### src/rtl/alu_result_buffer.sv
// Capture FIFO for ALU results and flags, with a valid/ready drain port.
// Also keeps sticky CF/ZF summary flags and a saturating count of results dropped while full.
module alu_result_buffer #(
    parameter int WIDTH  = 5,
    parameter int DEPTH  = 4,
    parameter int CNT_W  = $clog2(DEPTH) + 1,
    parameter int DROP_W = 4
) (
    input  logic              clk,
    input  logic              rst_n,
    input  logic              in_valid,
    output logic              in_ready,
    input  logic [WIDTH-1:0]  in_result,
    input  logic              in_cf,
    input  logic              in_sf,
    input  logic              in_zf,
    output logic              out_valid,
    input  logic              out_ready,
    output logic [WIDTH-1:0]  out_result,
    output logic              out_cf,
    output logic              out_sf,
    output logic              out_zf,
    output logic [CNT_W-1:0]  count,
    output logic              sticky_cf,
    output logic              sticky_zf,
    input  logic              sticky_clr,
    output logic [DROP_W-1:0] drop_cnt
);
    localparam int PTR_W = $clog2(DEPTH);
    localparam int ENT_W = WIDTH + 3;

    logic [DEPTH-1:0][ENT_W-1:0] mem_q;
    logic [PTR_W-1:0]            wr_ptr_q, wr_ptr_d, rd_ptr_q, rd_ptr_d;
    logic [CNT_W-1:0]            count_q, count_d;
    logic                        sticky_cf_q, sticky_cf_d, sticky_zf_q, sticky_zf_d;
    logic [DROP_W-1:0]           drop_q, drop_d;
    logic                        full, push, pop, drop;
    logic [ENT_W-1:0]            head;

    assign full      = (count_q == CNT_W'(DEPTH));
    assign in_ready  = !full;
    assign out_valid = (count_q != '0);
    assign push      = in_valid & in_ready;
    assign pop       = out_valid & out_ready;
    assign drop      = in_valid & !in_ready;

    // First-word fall-through: head entry is read straight from storage.
    assign head = mem_q[rd_ptr_q];
    assign {out_result, out_cf, out_sf, out_zf} = head;

    assign count     = count_q;
    assign sticky_cf = sticky_cf_q;
    assign sticky_zf = sticky_zf_q;
    assign drop_cnt  = drop_q;

    always_comb begin
        wr_ptr_d = wr_ptr_q;
        rd_ptr_d = rd_ptr_q;
        count_d  = count_q;
        drop_d   = drop_q;
        if (push) wr_ptr_d = wr_ptr_q + 1'b1;
        if (pop)  rd_ptr_d = rd_ptr_q + 1'b1;
        if (push && !pop)      count_d = count_q + 1'b1;
        else if (pop && !push) count_d = count_q - 1'b1;
        if (drop && (drop_q != '1)) drop_d = drop_q + 1'b1;
        // Clear takes effect first so a same-cycle push still contributes.
        sticky_cf_d = (sticky_clr ? 1'b0 : sticky_cf_q) | (push & in_cf);
        sticky_zf_d = (sticky_clr ? 1'b0 : sticky_zf_q) | (push & in_zf);
    end

    always_ff @(posedge clk or negedge rst_n) begin
        if (!rst_n) begin
            mem_q       <= '0;
            wr_ptr_q    <= '0;
            rd_ptr_q    <= '0;
            count_q     <= '0;
            sticky_cf_q <= 1'b0;
            sticky_zf_q <= 1'b0;
            drop_q      <= '0;
        end else begin
            if (push) mem_q[wr_ptr_q] <= {in_result, in_cf, in_sf, in_zf};
            wr_ptr_q    <= wr_ptr_d;
            rd_ptr_q    <= rd_ptr_d;
            count_q     <= count_d;
            sticky_cf_q <= sticky_cf_d;
            sticky_zf_q <= sticky_zf_d;
            drop_q      <= drop_d;
        end
    end
endmodule

### config.mk
export PLATFORM = sky130hd
export DESIGN_NAME = alu_result_buffer
export DESIGN_NICKNAME = d
export VERILOG_FILES = /design/src/rtl/alu_result_buffer.sv
export SDC_FILE = /design/constraint.sdc
export NUM_CORES = 1
export LEC_CHECK = 0
export CAP_MARGIN = 20
export CORE_MARGIN = 2
export CORE_UTILIZATION = 58
export DETAILED_ROUTE_END_ITERATION = 10
export MAX_ROUTING_LAYER = met4
export PLACE_DENSITY = 0.95
export SLEW_MARGIN = 20
export SYNTH_ARGS = -nofsm -noshare
export SYNTH_HDL_FRONTEND = slang
export SYNTH_SLANG_ARGS = --single-unit
### constraint.sdc
create_clock -name clk -period 4 [get_ports clk]
set_clock_uncertainty 0.2 [all_clocks]
set_input_delay 0.6 -clock clk [delete_from_list [all_inputs] [get_ports clk]]
set_output_delay 0.6 -clock clk [all_outputs]
set_load 0.01 [all_outputs]
==> results by group <==
Placement
  – Detail Placement HPWL: 3020 um
  – Placed Instance Area: 0.00260 mm2
  – Port bufs: 31
  – RePlAce Congestion: 0.701
  – Dpl ws: 0.902 ns

Floorplanning
  – # IOs: 32
  – Core area: between 0.003 and 0.004 mm2
  – Die H: between 60 and 70 um
  – Die Wd: 66.5 um
  – Starting Density: 0.610
  – # rows: 22
  – Die area: 0.00443 mm2

Setup path
  – Slowest CP cell: dfrtp_1
  – CP Launch Type: flip-flop
  – CP Launch Point: rd_ptr_q[0]
  – Largest stage delay on the critical path: 0.72 ns
  – CP Data Arrival Time: 2.10 ns
  – Data required, critical path: 3.20 ns
  – CP Capture Type: output pin
  – Crit-path cells: mux4_2 -> clkdlybuf4s50_1
  – CP delay by family, top: flip-flops
  – Crit path kind: reg -> out
  – WP buf/inv: 1
  – Crit Path Max Fanout: 10
  – Reg2Reg Launch Point: count[2]

STA
  – Min Tclk post-route: 2.90 ns
  – Slew @ Worst Pin: 0.962 ns
  – Relative slew slack: 0.359
  – Hold Violations, Final: 0
  – Final setup margin: 1.10 ns
  – F_max: between 300 and 400 MHz
  – Fin crit share: 0.726
  – Setup TNS: 0 ns
  – Fin. max-slew vios: 0
  – Final setup viols: 0
  – RSZ-0062 raised after global routing: false

Synthesis
  – Post-synth top area share: 0.496
  – Synth Cell Area: 0.00227 mm2
  – Synth cell types: 28
  – Syn Nets: 157
  – Post-synth EDFFs: 0
  – Warnings from Yosys: 0
  – Post-Synth XOR/XNOR Area: 0.0270
  – Largest family of logic cells by synthesized area: multiplexers
  – Multiplexer area fraction after synthesis: 0.308
  – Avg Cell Area, Syn: 16.6 um2
  – Count leader, synth: dfrtp_1
  – Post-synthesis adder-cell area fraction: 0.0419
  – Mapped Cells: around 140
  – Synth Flop Type: dfrtp_1
  – Seq cells post-synth: 45
  – Sequential fraction of the synthesis area: 0.496
  – Top cells by area, synth: dfrtp_1 (50%), mux2_4 (22%), mux4_2 (7.9%), nor2_8 (3.5%), ha_1 (3.3%)
  – Asr flop ratio synth: 1.00
  – Synth Area in Simple Gates: 0.0816
  – Fraction of the mapped netlist area in compound gates: 0.0193
  – Most common library cells after synthesis: dfrtp_1 (45), mux2_4 (33), mux4_2 (8)
  – Post-synth top area cell: dfrtp_1

Route
  – Initial DRC count: 96
  – Via count: 1217
  – Routed vias/inst: roughly 5.5
  – Routed wire length per instance: 19.4 um
  – Residual DRC count: 0
  – Final wirelength: roughly 4300 um
  – Final ANT Viol Nets: 0
  – TritonRoute pass-1 iters: 4

GRT
  – Largest net degree at the start of global routing: 46
  – First-pass GRT wire length: 7120 um
  – Gr usage total: 0.231
  – Vias in the first global route: 1383
  – Initial antenna violation count: 0
  – Overflow left after global routing: 0

Clock network
  – Clk slew on worst S/H paths: roughly 0.08 ns
  – CTS tree: done
  – CTS H-tree depth: 2
  – Post-CTS setup repair buffer count: 0
  – Cts bufs inserted: 5
  – Root Driver: clkbuf_8
  – Clock sinks: 45
  – CTS max path bufs: 2
  – Clk_lat worst skew: 0.30 ns
  – Cts hold-fix bufs: 0
  – Resized Gates After CTS: 0

Final layout
  – Final Util: 0.736
  – ANT cells: 0
  – Fill cells: between 200 and 300
  – Synth-to-Final Area Change: 20.6%
  – Sequential cell area: roughly 0.0011 mm2
  – Post-route cell area: 0.00274 mm2
  – Layout cell share with drive strength beyond 1: 0.349
  – Layout Nets: approximately 190
  – Multi-input logic area: 0.00108 mm2

Pwr
  – Flop pwr share: 0.365
  – Maximum vdd drop: 0.490 mV
  – Tot Pwr: about 2.5 mW
  – Combinational Power Share: 0.470
  – Switch Pwr: 771 uW
  – Clock share of power: 0.164
  – Pleak: roughly 1.2 nW
  – Pwr/cell area: 899 mW/mm2
  – P_int: 1.69 mW
  – Net Sw Frac: 0.314

Run status
  – Status: completed

Min path
  – Hold Path Class: in -> async

Job
  – MaxCap Viol Count: 0
-- power groups by stage --
stage | logic [mW] | registers, mW | clock network [mW]
after floorplan | 0.830 | 0.822 | 0
after global placement | 1.12 | 0.874 | 0
after detailed placement | 1.16 | 0.908 | 0
after CTS | 1.17 | 0.902 | 0.409
after global routing | 1.24 | 0.932 | 0.431
final | 1.16 | 0.899 | 0.404
-- kinds of logic (layout without fill, tap and decap cells) --
family,count (synthesis),after routing
adders and majority gates,7,7
buffers and inverters,10,45
DFF,45,45
xor gates and xnor gates,7,7
and+or+nand+nor,19,19
muxes,43,43
AOI/OAI and AO/OA,6,6
-- layer usage --
layer	up-vias	global-route usage	routed length [um]
li1	555	-	-
met1	621	0.278	1830
met2	33	0.384	2190
met3	8	0.0557	173
met4	0	0.0791	87
met5	-	-	0
-- placed cells by master, fill, tap and decap left out --
cell             Yosys  final
a21oi_1              1      1
a22o_1               2      2
a31oi_1              2      2
a41oi_1              1      1
and3_1               1      1
and4b_1              1      1
buf_2                1      1
buf_4                1      1
bufinv_16            0      2
clkbuf_8             0      5
clkdlybuf4s50_1      0     30
clkinv_2             0      1
dfrtp_1             45     45
fa_1                 1      1
ha_1                 6      6
inv_1                5      5
mux2_2               2      2
mux2_4              33     33
mux4_2               8      8
nand2_1              5      5
nand3_1              2      2
nand3_4              1      1
nor2_1               1      1
nor2_8               4      4
nor2b_1              2      2
nor3b_4              1      1
or3_2                1      1
xnor2_1              5      5
xor2_1               2      2
-- final timing paths --
kind | to | slack (ns) | depth (start not counted)
setup / recovery | out_zf | 1.10 | 2
hold reg to reg | mem_q[0] | 0.32 | 1
setup reg to reg | count[2] | 1.41 | 9
max in group asynchronous | mem_q[24] | 2.77 | 1
hold / removal | mem_q[14] | 0.24 | 1
min in group clk | mem_q[0] | 0.32 | 1
-- sequential cells by signal (all words and copies together), names as in the netlist --
register   count
mem_q         32
rd_ptr_q       2
sticky_zf      1
sticky_cf      1
drop_cnt       4
count          3
wr_ptr_q       2
-- cell type report --
cell class / instances / share of cell area
sequential: 45 / 0.412
multi-input combinational: 82 / 0.396
timing repair buffer: 32 / 0.114
tap: 48 / 0.0220
inverter: 5 / 0.00686
clock inverter: 3 / 0.0238
clock buffer: 5 / 0.0252
-- metrics by stage --
stage / hold slack (ns) / std cells
floorplan: 0.104 / 137
global placement: 0.288 / 212
detailed placement: 0.295 / 212
CTS: 0.268 / 220
global route: 0.325 / 220
finish: 0.244 / 220
Power figures use the tool's default switching activity.
